$ cat config.mk
export PLATFORM = sky130hd
export DESIGN_NAME = level_rom_arbiter
export DESIGN_NICKNAME = d
export VERILOG_FILES = /design/src/rtl/level_rom_arbiter.sv
export SDC_FILE = /design/constraint.sdc
export NUM_CORES = 1
export LEC_CHECK = 0
export CAP_MARGIN = 15
export CORE_MARGIN = 10
export CORE_UTILIZATION = 44
export CTS_CLUSTER_DIAMETER = 150
export DETAILED_ROUTE_END_ITERATION = 7
export PLACE_DENSITY = 0.83
export SLEW_MARGIN = 20
export SYNTH_ARGS = -nofsm -noshare
export SYNTH_HDL_FRONTEND = slang
export SYNTH_SLANG_ARGS = --single-unit
$ cat constraint.sdc
create_clock -name Clk -period 2.4 [get_ports Clk]
set_input_delay 0.72 -clock Clk [delete_from_list [all_inputs] [get_ports Clk]]
set_output_delay 0.72 -clock Clk [all_outputs]
set_load 0.1 [all_outputs]
$ cat src/rtl/level_rom_arbiter.sv
`default_nettype none
// ============================================================================
// Module      : level_rom_arbiter
// Description : Round-robin sharing of the level-map ROM between the tile
//               renderer (r_*) and the collision checker (c_*).
// Revision    : 1.0 - initial release
// ============================================================================
module level_rom_arbiter #(
    parameter int NUM_ROWS  = 11,
    parameter int ROW_WIDTH = 10
) (
    input  logic                 Clk,
    input  logic                 Reset,
    input  logic                 r_req,
    input  logic [3:0]           r_row,
    output logic                 r_gnt,
    output logic                 r_valid,
    output logic [ROW_WIDTH-1:0] r_data,
    output logic                 r_oob,
    input  logic                 c_req,
    input  logic [3:0]           c_row,
    output logic                 c_gnt,
    output logic                 c_valid,
    output logic [ROW_WIDTH-1:0] c_data,
    output logic                 c_oob,
    output logic [3:0]           rom_addr,
    input  logic [ROW_WIDTH-1:0] rom_data,
    output logic                 busy
);

    localparam logic       c_OWN_R     = 1'b0;
    localparam logic       c_OWN_C     = 1'b1;
    localparam logic [4:0] c_NUM_ROWS  = 5'(NUM_ROWS);

    typedef enum logic [0:0] {
        S_IDLE   = 1'b0,
        S_LOOKUP = 1'b1
    } state_t;

    state_t                 r_state;
    state_t                 w_state_next;
    logic                   r_last_gnt;
    logic                   r_owner_q;
    logic [3:0]             r_row_q;
    logic                   w_r_gnt;
    logic                   w_c_gnt;
    logic                   w_oob;
    logic [ROW_WIDTH-1:0]   w_lookup_data;

    always_ff @(posedge Clk) begin
        if (Reset) begin
            r_state <= S_IDLE;
        end else begin
            r_state <= w_state_next;
        end
    end

    // Grants are suppressed while Reset is high so reset always beats a request.
    always_comb begin
        w_state_next = r_state;
        w_r_gnt      = 1'b0;
        w_c_gnt      = 1'b0;
        case (r_state)
            S_IDLE: begin
                if (!Reset) begin
                    w_r_gnt = r_req && (!c_req || (r_last_gnt == c_OWN_C));
                    w_c_gnt = c_req && (!r_req || (r_last_gnt == c_OWN_R));
                    if (w_r_gnt || w_c_gnt) begin
                        w_state_next = S_LOOKUP;
                    end
                end
            end
            S_LOOKUP: begin
                w_state_next = S_IDLE;
            end
            default: begin
                w_state_next = S_IDLE;
            end
        endcase
    end

    assign r_gnt         = w_r_gnt;
    assign c_gnt         = w_c_gnt;
    assign busy          = (r_state == S_LOOKUP);
    assign rom_addr      = (r_state == S_LOOKUP) ? r_row_q : 4'd0;
    assign w_oob         = ({1'b0, r_row_q} >= c_NUM_ROWS);
    assign w_lookup_data = w_oob ? '0 : rom_data;

    always_ff @(posedge Clk) begin
        if (Reset) begin
            r_last_gnt <= c_OWN_C;
            r_owner_q  <= c_OWN_R;
            r_row_q    <= 4'd0;
            r_valid    <= 1'b0;
            r_data     <= '0;
            r_oob      <= 1'b0;
            c_valid    <= 1'b0;
            c_data     <= '0;
            c_oob      <= 1'b0;
        end else begin
            r_valid <= 1'b0;
            c_valid <= 1'b0;
            if (w_r_gnt || w_c_gnt) begin
                r_row_q    <= w_r_gnt ? r_row : c_row;
                r_owner_q  <= w_c_gnt;
                r_last_gnt <= w_c_gnt;
            end
            // Only the owner's result registers move; the other side holds.
            if (r_state == S_LOOKUP) begin
                if (r_owner_q == c_OWN_R) begin
                    r_valid <= 1'b1;
                    r_data  <= w_lookup_data;
                    r_oob   <= w_oob;
                end else begin
                    c_valid <= 1'b1;
                    c_data  <= w_lookup_data;
                    c_oob   <= w_oob;
                end
            end
        end
    end

endmodule
`default_nettype wire

# Yosys cells after proc, flatten, opt, wreduce, memory -nomap -nowiden
# Index checks and enable logic that the tools add are counted.
[totals]
reg_bits = 31
input_bits = 22
output_inout_bits = 31
elab_cells = 36
[classes]
order_cmp = 1
mux = 11
bitwise_logic = 3
reduce_logical = 11
[ops]
columns = ["operator", "count"]
rows = [
  ["$mux W10", 1],
  ["$mux W4", 2],
  ["$mux W1", 7],
  ["$ge A4 B4 Y1 const B", 1],
  ["$logic_or A1 B1 Y1", 4],
  ["$reduce_and A2 Y1", 2],
  ["$not A1 Y1", 3],
  ["$logic_and A1 B1 Y1", 2],
  ["$logic_not A1 Y1", 2],
  ["$pmux W1 S2", 1],
  ["$reduce_or A2 Y1", 1],
]

# Depth between registers and ports, before layout
[logic_depth]
ltp_word = 6
depth_mapped = 4
ltp_nobuf = 3

# Worst setup path before layout
# OpenSTA, ideal clock, no wires.
[synth_timing]
kind = "flip-flop to output port"
start = "register r_state (netlist: busy)"
end = "output port r_gnt"
arrival_ps = 2527
slack_ps = -847
path_stages_with_launch = 3
n_path_buf = 0
path_cell_list = "dfxtp_1 -> or3b_4 -> nor2_1"
[synth_between]
elab_chain_len = 1
[synth_rtl]
columns = ["item", "line", "text"]
rows = [
  ["from (decl)", "40", "state_t r_state;"],
  ["from (signal assigned)", "54", "r_state <= w_state_next;"],
  ["$mux W1", "63", "case (r_state)"],
  ["to (decl)", "16", "output logic r_gnt,"],
]
# Every way passes these cells.

# Final worst setup path
[layout_timing]
start = "input port r_req"
end = "output port r_gnt"
[layout_between]
elab_chain_len = 3
[layout_rtl]
columns = ["item", "line", "text"]
rows = [
  ["from (decl)", "14", "input logic r_req,"],
  ["$logic_and A1 B1 Y1", "66", "w_r_gnt = r_req && (!c_req || (r_last_gnt == c_OWN_C));"],
  ["$mux W1", "65", "if (!Reset) begin"],
  ["$mux W1", "63", ""],
]
# Every way passes these cells.

==> parameters.txt <==
Parameter                              Value

Timing
  Fmax    roughly 430 MHz
  Clock period minus final worst setup slack    2.35 ns
  Final hold violation count    0
  Final-report setup violation count    0
  Actual slew at the worst max-slew pin    0.510 ns
  Post-route setup slack    0.0532 ns
  Skew final    around 0.0086 ns
  Pins over their slew limit    0
  RSZ-0062 raised after global routing    no
  Final worst-path cycle share    0.978
  Slew Limit Headroom    0.660

Global routing
  First-pass GRT wire length    between 6 and 7 mm
  Maximum number of pins on one net before global-route repair    15
  Global routing usage summed across all routing layers    0.145
  Vias in the first global route    1,288
  Total grt overflow    0
  Number of antenna violations at the first check in global routing    0

Die
  Starting density of the core    0.458
  X dimension of the die    73.3 um
  Full die area    5380 um^2
  Number of core rows    19
  Ports placed on the boundary    53
  Core Box Area    between 2000 and 3000 um^2
  Y dimension of the die    approximately 73 um

Routing
  Total wire length after detailed routing    between 3 and 4 mm
  Number of DRC violations after detailed-routing iteration 0    63
  Number of vias per cell    between 5 and 6
  Number of search-and-repair iterations in the first detailed-routing pass    4
  Residual DRC    0
  Number of nets still failing antenna checks after routing    0
  DR vias    1,181
  Average wire per standard cell    around 17 um

Yosys
  Number of storage elements in the synthesis netlist    31
  Top-area cell type share of the netlist area    0.496
  Cell accounting for the most synthesized area    sky130_fd_sc_hd__dfxtp_1
  Sequential fraction of the synthesis area    0.496
  Cell Area, Synth    between 1000 and 1500 um^2
  Leading register cell type out of synthesis    sky130_fd_sc_hd__dfxtp_1
  Count of synthesis-stage warnings from yosys    0
  Number of synthesized flops with an enable pin    0
  Mean cell area of the mapped netlist    ~11 um^2
  Cells taking the most area after synthesis    sky130_fd_sc_hd__dfxtp_1 50%, sky130_fd_sc_hd__a22o_1 14%, sky130_fd_sc_hd__nor2b_1 5.0%
  Net count of the mapped netlist    137
  Async set-reset flop share out of synthesis    0
  Number of distinct library cells after synthesis    29
  Cell count after synthesis    about 120

Setup path
  Critical register-to-register path startpoint    busy
  Arrival time reported for the critical path endpoint    approximately 1.6 ns
  Length in cells of the worst reg-to-reg path    5
  Capturing element type of the critical path    primary output
  Crit-path cells    clkdlybuf4s15_1, or3b_4, nor2_4, buf_12
  Worst reg2reg endpoint    r_row_q[2]
  Slowest library cell on the worst path    sky130_fd_sc_hd__or3b_4
  Critical path required time    between 1.5 and 2 ns
  Delay of the slowest cell on the worst path    approximately 0.40 ns
  Startpoint class of the critical path    primary input
  R2r setup slk    about 0.9 ns
  Maximum fanout count along the critical path    2
  Start-to-end type of the worst setup path    in -> out
  Launching instance or port of the critical path    r_req

Place
  GP Congestion    0.807
  Post-DP HPWL    between 2 and 3 mm
  IO buf count    52
  Setup WS pre-CTS    -0.233 ns
  Placed Instance Area    around 1800 um^2

Final layout
  Net count reported at finish    about 200
  Fraction of final layout cells sized beyond drive strength 1    0.378
  Design Area, Final    slightly below 2000 um^2
  Area growth syn-to-layout    53.6%
  Antenna cells    0
  Number of inserted filler cells in the final layout    ~230

Clock network
  Htree depth    2
  Clock root buffer    sky130_fd_sc_hd__clkbuf_4
  Count of clock tree sinks    31
  TritonCTS clock tree    built
  Clock latency on the worst-skew pair    about 0.33 ns
  Clk slew on worst S/H paths    roughly 0.09 ns
  Total CTS buffers    5
  Number of buffers between clock root and the deepest sink    2

Power and ir drop
  PwrDens    between 600 and 700 nW/um^2
  Peak VDD IR    a little under 0.6 mV
  Total leakage power    0.809 nW

Run
  Max-capacitance violation count    0

Min path
  Hold worst-path end    c_oob
  Number of stages on the worst hold path    2
  Startpoint of the lowest-slack hold path    c_oob
  Path class of the lowest-slack min-delay path    reg -> reg

Run status
  Status    complete, no violations
## critical path, delay by kind of cell
| family | cells | cell delay (ns) |
|---|---|---|
| buffers and inverters | 2 | 0.37 |
| and+or+nand+nor | 2 | 0.53 |
## cells by family (layout without fill, tap and decap cells)
logic type	count (synthesis)	in the layout	synth area share
buf+inv	4	69	0.0280
compound gates	40	40	0.278
simple gates	40	40	0.198
flops	31	31	0.496
## cell usage in the layout (no fill, tap or decap), types with 2 or more instances in the layout
cell type,n
sky130_fd_sc_hd__nor2_4,2
sky130_fd_sc_hd__clkbuf_8,2
sky130_fd_sc_hd__and2_2,3
sky130_fd_sc_hd__clkdlybuf4s50_1,18
sky130_fd_sc_hd__o21ai_1,3
sky130_fd_sc_hd__a22o_1,20
sky130_fd_sc_hd__nand2_1,4
sky130_fd_sc_hd__buf_12,6
sky130_fd_sc_hd__nand4_1,5
sky130_fd_sc_hd__nand2b_1,3
sky130_fd_sc_hd__dfxtp_1,30
sky130_fd_sc_hd__nor2b_1,10
sky130_fd_sc_hd__clkbuf_4,5
sky130_fd_sc_hd__buf_4,33
sky130_fd_sc_hd__nor2_1,3
sky130_fd_sc_hd__a21oi_1,6
sky130_fd_sc_hd__a311oi_2,4
sky130_fd_sc_hd__a21oi_2,2
## final cells by class
type                    count  area, um^2  share of cell area
well taps                  31        38.8              0.0202
clock buffers               8        68.8              0.0358
multi-input cells          80         609               0.317
flip-flops and latches     31         622               0.324
repair buffers             61         583               0.303
## power breakdown
group	internal, W	switching (W)
Combinational	0.000121	0.000246
Clock	0.000172	0.000174
Sequential	0.000541	0.0000258
Total	0.000835	0.000446
## registers in the layout, indices dropped and copies added, names as in the netlist
signal	cells
r_row_q	4
r_valid	1
c_valid	1
r_last_gnt	1
busy	1
c_oob	1
r_owner_q	1
r_oob	1
r_data	10
c_data	10
## synth_stat cells (all sizes together) (2+ instances only)
cell,number
dfxtp,31
a22o,20
nor2b,10
a21oi,9
nor2,6
and2,5
nand4,5
a311oi,4
buf,4
nand2,4
o21ai,4
nand2b,3
and2b,2
## stage by stage
stage / hold WS (ns) / total power [W] / util / std cells / TNS, ns
finish: 0.463 / 0.00128 / 0.703 / 211 / 0
global route: 0.489 / 0.00133 / 0.703 / 211 / 0
CTS: 0.462 / 0.00129 / 0.703 / 211 / 0
detailed placement: 0.451 / 0.000943 / 0.673 / 201 / -0.463
global placement: 0.454 / 0.000936 / 0.673 / 201 / -0.382
floorplan: 0.498 / 0.000827 / - / 115 / 0
## how the worst max path moves through the flow
stage	end	slack [ns]	depth (start not counted)
floorplan	rom_addr[3]	0.00004	2
global placement	r_gnt	-0.20	4
detailed placement	r_gnt	-0.23	4
CTS	r_gnt	0.01	4
global route	r_gnt	0.007	4
finish	r_gnt	0.05	4
## layer usage
metal / up-vias / GRT usage / routed length (um)
met5: - / 0 / 0
met4: 0 / 0.0621 / 63
met2: 62 / 0.238 / 1750
li1: 561 / - / -
met3: 7 / 0.0808 / 433
met1: 551 / 0.149 / 1450
## timing repair
action | 4_1_cts | 5_1_grt
hold buffers | 0 | 0
pin swaps | 2 | 1
resized for setup | 8 | 1
setup buffers | 2 | 0
endpoints found under the setup margin | 2 | 1
(Power assumes the default switching activity.)
